`src/rtl/data_ram_arbiter.sv`:
```
// Two-master arbiter/sequencer for the single-port data RAM: ack 1+RAM_LATENCY cycles after grant (1 if out of range).
// Backpressure: the master is stalled combinationally until its ack; requests are only sampled in IDLE.
module data_ram_arbiter #(
  parameter int RAM_AW      = 5,
  parameter int RAM_LATENCY = 1,
  parameter bit FIXED_PRI   = 1'b0
) (
  input  logic        clk,
  input  logic        rst,
  input  logic        m0_req,
  input  logic        m0_we,
  input  logic [31:0] m0_addr,
  input  logic [31:0] m0_din,
  output logic        m0_ack,
  output logic [31:0] m0_dout,
  output logic        m0_stall,
  input  logic        m1_req,
  input  logic        m1_we,
  input  logic [31:0] m1_addr,
  input  logic [31:0] m1_din,
  output logic        m1_ack,
  output logic [31:0] m1_dout,
  output logic        m1_stall,
  output logic        ram_cs,
  output logic        ram_we,
  output logic [31:0] ram_addr,
  output logic [31:0] ram_din,
  input  logic [31:0] ram_dout
);

  localparam int CW = (RAM_LATENCY < 2) ? 1 : $clog2(RAM_LATENCY + 1);

  typedef enum logic [1:0] {IDLE, BUSY, RESP} state_t;

  typedef struct packed {
    logic id;
    logic we;
  } txn_t;

  state_t      state_q, state_d;
  logic [CW-1:0] cnt_q, cnt_d;
  logic        last_grant_q, last_grant_d;
  txn_t        txn_q, txn_d;

  logic        ram_cs_d, ram_we_d;
  logic [31:0] ram_addr_d, ram_din_d;
  logic        m0_ack_d, m1_ack_d;
  logic [31:0] m0_dout_d, m1_dout_d;

  logic        gnt, gnt_we, gnt_in_range;
  logic [31:0] gnt_addr, gnt_din, resp_dat;

  assign m0_stall = m0_req & ~m0_ack;
  assign m1_stall = m1_req & ~m1_ack;

  // On a tie, round-robin hands the grant to whoever did not get it last.
  always_comb begin
    if (m0_req && m1_req) gnt = FIXED_PRI ? 1'b0 : ~last_grant_q;
    else                  gnt = m1_req;
    gnt_we       = gnt ? m1_we   : m0_we;
    gnt_addr     = gnt ? m1_addr : m0_addr;
    gnt_din      = gnt ? m1_din  : m0_din;
    gnt_in_range = (gnt_addr[31:RAM_AW] == '0);
  end

  always_comb begin
    state_d      = state_q;
    cnt_d        = cnt_q;
    last_grant_d = last_grant_q;
    txn_d        = txn_q;
    ram_cs_d     = ram_cs;
    ram_we_d     = 1'b0;
    ram_addr_d   = ram_addr;
    ram_din_d    = ram_din;
    m0_ack_d     = 1'b0;
    m1_ack_d     = 1'b0;
    m0_dout_d    = m0_dout;
    m1_dout_d    = m1_dout;
    resp_dat     = txn_q.we ? 32'h0 : ram_dout;

    case (state_q)
      IDLE: begin
        if (m0_req || m1_req) begin
          last_grant_d = gnt;
          txn_d        = '{id: gnt, we: gnt_we};
          if (gnt_in_range) begin
            state_d    = BUSY;
            ram_cs_d   = 1'b1;
            ram_we_d   = gnt_we;
            ram_addr_d = gnt_addr;
            ram_din_d  = gnt_din;
            cnt_d      = CW'(RAM_LATENCY);
          end else begin
            // Out-of-range: never touch the RAM, answer with zero data.
            state_d = RESP;
            if (gnt) begin
              m1_ack_d  = 1'b1;
              m1_dout_d = 32'h0;
            end else begin
              m0_ack_d  = 1'b1;
              m0_dout_d = 32'h0;
            end
          end
        end
      end
      BUSY: begin
        cnt_d = cnt_q - CW'(1);
        if (cnt_q == CW'(1)) begin
          state_d  = RESP;
          ram_cs_d = 1'b0;
          if (txn_q.id) begin
            m1_ack_d  = 1'b1;
            m1_dout_d = resp_dat;
          end else begin
            m0_ack_d  = 1'b1;
            m0_dout_d = resp_dat;
          end
        end
      end
      RESP:    state_d = IDLE;
      default: state_d = IDLE;
    endcase
  end

  always_ff @(posedge clk) begin
    if (!rst) begin
      state_q      <= IDLE;
      cnt_q        <= '0;
      last_grant_q <= 1'b1;
      txn_q        <= '0;
      ram_cs       <= 1'b0;
      ram_we       <= 1'b0;
      ram_addr     <= 32'h0;
      ram_din      <= 32'h0;
      m0_ack       <= 1'b0;
      m1_ack       <= 1'b0;
      m0_dout      <= 32'h0;
      m1_dout      <= 32'h0;
    end else begin
      state_q      <= state_d;
      cnt_q        <= cnt_d;
      last_grant_q <= last_grant_d;
      txn_q        <= txn_d;
      ram_cs       <= ram_cs_d;
      ram_we       <= ram_we_d;
      ram_addr     <= ram_addr_d;
      ram_din      <= ram_din_d;
      m0_ack       <= m0_ack_d;
      m1_ack       <= m1_ack_d;
      m0_dout      <= m0_dout_d;
      m1_dout      <= m1_dout_d;
    end
  end

endmodule

```
`config.mk`:
```
export PLATFORM = sky130hd
export DESIGN_NAME = data_ram_arbiter
export DESIGN_NICKNAME = d
export VERILOG_FILES = /design/src/rtl/data_ram_arbiter.sv
export SDC_FILE = /design/constraint.sdc
export NUM_CORES = 1
export LEC_CHECK = 0
export ABC_AREA = 1
export CAP_MARGIN = 0
export CELL_PAD_IN_SITES_DETAIL_PLACEMENT = 1
export CELL_PAD_IN_SITES_GLOBAL_PLACEMENT = 1
export CORE_MARGIN = 2
export CORE_UTILIZATION = 28
export CTS_CLUSTER_DIAMETER = 120
export DETAILED_ROUTE_END_ITERATION = 10
export HOLD_SLACK_MARGIN = 0.1
export PLACE_DENSITY = 0.83
export SLEW_MARGIN = 20
export SYNTH_ARGS = -nofsm -noshare
export SYNTH_HDL_FRONTEND = slang
export SYNTH_SLANG_ARGS = --single-unit
export TNS_END_PERCENT = 30
```
`constraint.sdc`:
```
create_clock -name clk -period 2.2 [get_ports clk]
set_input_delay 0.33 -clock clk [delete_from_list [all_inputs] [get_ports clk]]
set_output_delay 0.33 -clock clk [all_outputs]
set_load 0.01 [all_outputs]
```
==> qor.tcl <==
set qor(number_of_antenna_violations_at_the_first_check_in_global_routing) 0
set qor(wl_per_cell_um) 16.55
set qor(drt_pre_antenna_iters) 5
set qor(hold_path_end) {ram_cs}
set qor(average_via_count_per_standard_cell) 4.648
set qor(timing.critical_path.fanout_max) 11
set qor(initial_utilization) 0.2836
set qor(tightestPinTransition_ns) 0.4728
set qor(final_design_area_no_fill_mm2) 0.01170
set qor(timing.critical_path.arrival_ns) 2.60
set qor(cells_along_the_critical_path) {nand2_4 -> nand2_8 -> clkbuf_16 -> nand2_4 -> nand2_2 -> inv_2 -> nand2_2 -> nor2_2 -> nand2_2 -> nor2_4 -> nand3_4 -> buf_12 -> buf_12 -> clkbuf_16 -> a21oi_1 -> nor2_1}
set qor(clock-skew-final_ns) 0.009322
set qor(totalPowerFinal_uw) 7660
set qor(min_period_over_period) 1.042
set qor(critical_path_required_ns) 2.50
set qor(drv.max_cap_violation_count) 0
set qor(dp_hpwl_um) 19460
set qor(p_comb_frac) 0.218
set qor(die-height_um) 160.7
set qor(holdPathStages) 3
set qor(die_x_um) 160.7
set qor(setup_repair_after_global_routing_missed_its_margin) {true}
set qor(cellLeakagePower_uw) 0.005521
set qor(power.density_mw_per_mm2) 654.5
set qor(final_max_slew_viol_count) 0
set qor(synth_cell_type_count) 24
set qor(max_stage_delay_ns) 0.36
set qor(yosysTopAreaCellShare) 0.4017
set qor(number_of_global_route_vias_before_repair) 8137
set qor(number_of_placement_rows) 57
set qor(r2r-end) {m1_dout[7]}
set qor(grt_use_total) 0.2010
set qor(crit_end_category) {flip-flop}
set qor(clock-sinks) 138
set qor(io-pin-count) 300
set qor(worst_r2r_startpoint) {last_grant_q}
set qor(outcome) {complete, but fails checks}
set qor(ys_seq_elements) 138
set qor(clock_power_share) 0.427
set qor(critical_path.slowest_cell) {sky130_fd_sc_hd__dfxtp_4}
set qor(finalHoldViolCount) 0
set qor(hold_removal_path_class) {input pin to flip-flop}
set qor(drcViolationCount) 0
set qor(area_delta_synth_final_pct) 70.20
set qor(number_of_endpoints_failing_setup_at_the_final_stage) 22
set qor(critical_path.startpoint_type) {flip-flop}
set qor(clock-root-buffer) {sky130_fd_sc_hd__clkbuf_16}
set qor(cts_max_level) 4
set qor(clkSlewWorstSetupHoldPaths_ns) 0.07
set qor(grt_max_degree) 49
set qor(syn-num-nets) 1268
set qor(hold_start) {rst}
set qor(dp.cells) 1692
set qor(worst_slew_margin_relative_to_its_limit) 0.6848
set qor(post_dp_cell_area_mm2) 0.01047
set qor(cts.path.max_buffers) 2
set qor(gr-total-overflow) 0
set qor(fp.dieArea_mm2) 0.02583
set qor(gpl.final_weighted_congestion) 0.7571
set qor(port_buffers) 299
set qor(ir_drop_uv) 414.8
set qor(synth.top_cells.by_area) {sky130_fd_sc_hd__dfxtp_1 40%, sky130_fd_sc_hd__nand2_1 20%, sky130_fd_sc_hd__nor2_1 10%}
set qor(mappedNetlistArea_mm2) 0.006877
set qor(layout_setup_ws_ns) -0.09233
set qor(seqPwrFrac) 0.354
set qor(most-common-layout-cells) {359 x sky130_fd_sc_hd__nand2_1, 296 x sky130_fd_sc_hd__clkdlybuf4s50_1, 180 x sky130_fd_sc_hd__nor2_1}
set qor(dr_total_vias) 8116
set qor(total_switching_power_uw) 2089
set qor(fmax_mhz) 436.2
set qor(final_layout_size_suffix_gt1_frac) 0.1006
set qor(cell_type_with_the_highest_aggregate_area_in_the_netlist) {sky130_fd_sc_hd__dfxtp_1}
set qor(critPathKind) {flip-flop to flip-flop}
set qor(first_pass_grt_wire_length_um) 41920
set qor(r2r_setup_slack_ns) -0.09
set qor(total_wire_length_after_detailed_routing_um) 28900
set qor(antenna_left) 0
set qor(tritoncts_buffers) 17
set qor(syn_inst) 1102
set qor(core_region_area_mm2) 0.02425
set qor(synth_warnings) 0
set qor(seq_area_frac_synth) 0.4017
set qor(num-nets-final) 1575
set qor(number_of_cells_traversed_by_the_worst_register_to_register_path) 16
set qor(layout_min_cycle_time_ns) 2.292
set qor(drt-initial-drc-count) 309
set qor(cts_tree) {done}
set qor(final_cell_count_no_fill) 1746
set qor(power.internal_uw) 5571
set qor(failed_checks) {negative setup slack}
set qor(final_common_cell) {sky130_fd_sc_hd__nand2_1}
set qor(clock_insertion_delay_worst_skew_ns) 0.41
set qor(sw_frac_of_total) 0.2727
set qor(antennaDiodeCount) 0
set qor(synth.avg_cell_area_um2) 6.240
set qor(path_common_cell) {sky130_fd_sc_hd__nand2_2}
cell usage after synthesis (all sizes together):
library cell / number
nand3: 60
nand2: 370
nand3b: 19
and3: 27
a21oi: 48
buf: 46
nor3: 1
inv: 122
nor2: 194
o21ai: 10
nand4: 38
mux2i: 1
dfxtp: 138
clkbuf: 28
worst max-delay path: cells and delay by family, from the launching register on:
kind            cells  cell delay [ns]
compound gates      1             0.17
simple gates       10             0.93
flops               1             0.36
buf+inv             5             0.72
registers in the layout, summed over array words and instances (netlist names):
signal	count
ram_we	1
ram_cs	1
cnt_q	1
m0_ack	1
txn_q	2
m0_dout	32
m1_dout	32
state_q	2
last_grant_q	1
ram_din	32
m1_ack	1
ram_addr	32
power groups by stage:
stage / clock (uW) / sequential (uW) / combinational, uW
after floorplan: 0 / 2800 / 676
after global placement: 0 / 2760 / 1510
after detailed placement: 0 / 2760 / 1560
after CTS: 3340 / 2710 / 1580
after global routing: 3430 / 2730 / 1830
final: 3270 / 2720 / 1670
repair_timing:
item / in CTS / in global routing
pin swaps: 1 / 8
hold buffers: 0 / 0
endpoints found under the setup margin: 26 / 131
resized for setup: 3 / 51
buffers inserted: 0 / 10
cloned: 0 / 12
routing by layer:
metal / vias to the layer above / track usage / share of wire
met2: 243 / 0.3691 / 0.51
met1: 3842 / 0.2266 / 0.41
met5: - / 0 / 0
li1: 3995 / - / -
met4: 0 / 0.05560 / 0.018
met3: 36 / 0.05811 / 0.064
area by class of cell:
class                   instances  area (um^2)
clock buffers                  19        452.9
flip-flops and latches        138         2766
fillers                      3024        12540
multi-input cells             768         3478
repair buffers                362         3930
clock inverters                13        212.7
inverters                     122        457.9
well taps                     324        405.4
logic make-up (layout without fill, tap and decap cells):
logic type,after synthesis,after routing,synth area share
AO/OA/AOI/OAI,58,58,0.04221
buffers and inverters,196,516,0.1177
flip-flops,138,138,0.4017
multiplexers,1,1,0.001456
AND/OR/NAND/NOR,709,709,0.4369
how the worst max path moves through the flow:
stage,startpoint,end,cells after the start
after floorplan,m1_req,m0_dout[11],14
after global placement,m0_req,m0_dout[0],16
after detailed placement,m0_req,m0_dout[14],16
after CTS,m1_req,m1_stall,5
after global routing,last_grant_q,m1_dout[7],16
final,last_grant_q,m1_dout[7],16
metrics by stage:
| stage | hold slack, ns | setup WS (ns) | TNS (ns) | utilization |
|---|---|---|---|---|
| final | 0.3478 | -0.09233 | -0.6493 | 0.4827 |
| after global routing | 0.3599 | -0.1857 | -9.122 | 0.4827 |
| after detailed placement | 0.4721 | -0.4894 | -52.11 | 0.4318 |
| after global placement | 0.4521 | -0.4055 | -45.60 | 0.4318 |
| after floorplan | 0.4393 | 0.2520 | 0 | - |
| after CTS | 0.3282 | 0.0001179 | 0 | 0.4597 |
(Power assumes the default switching activity.)
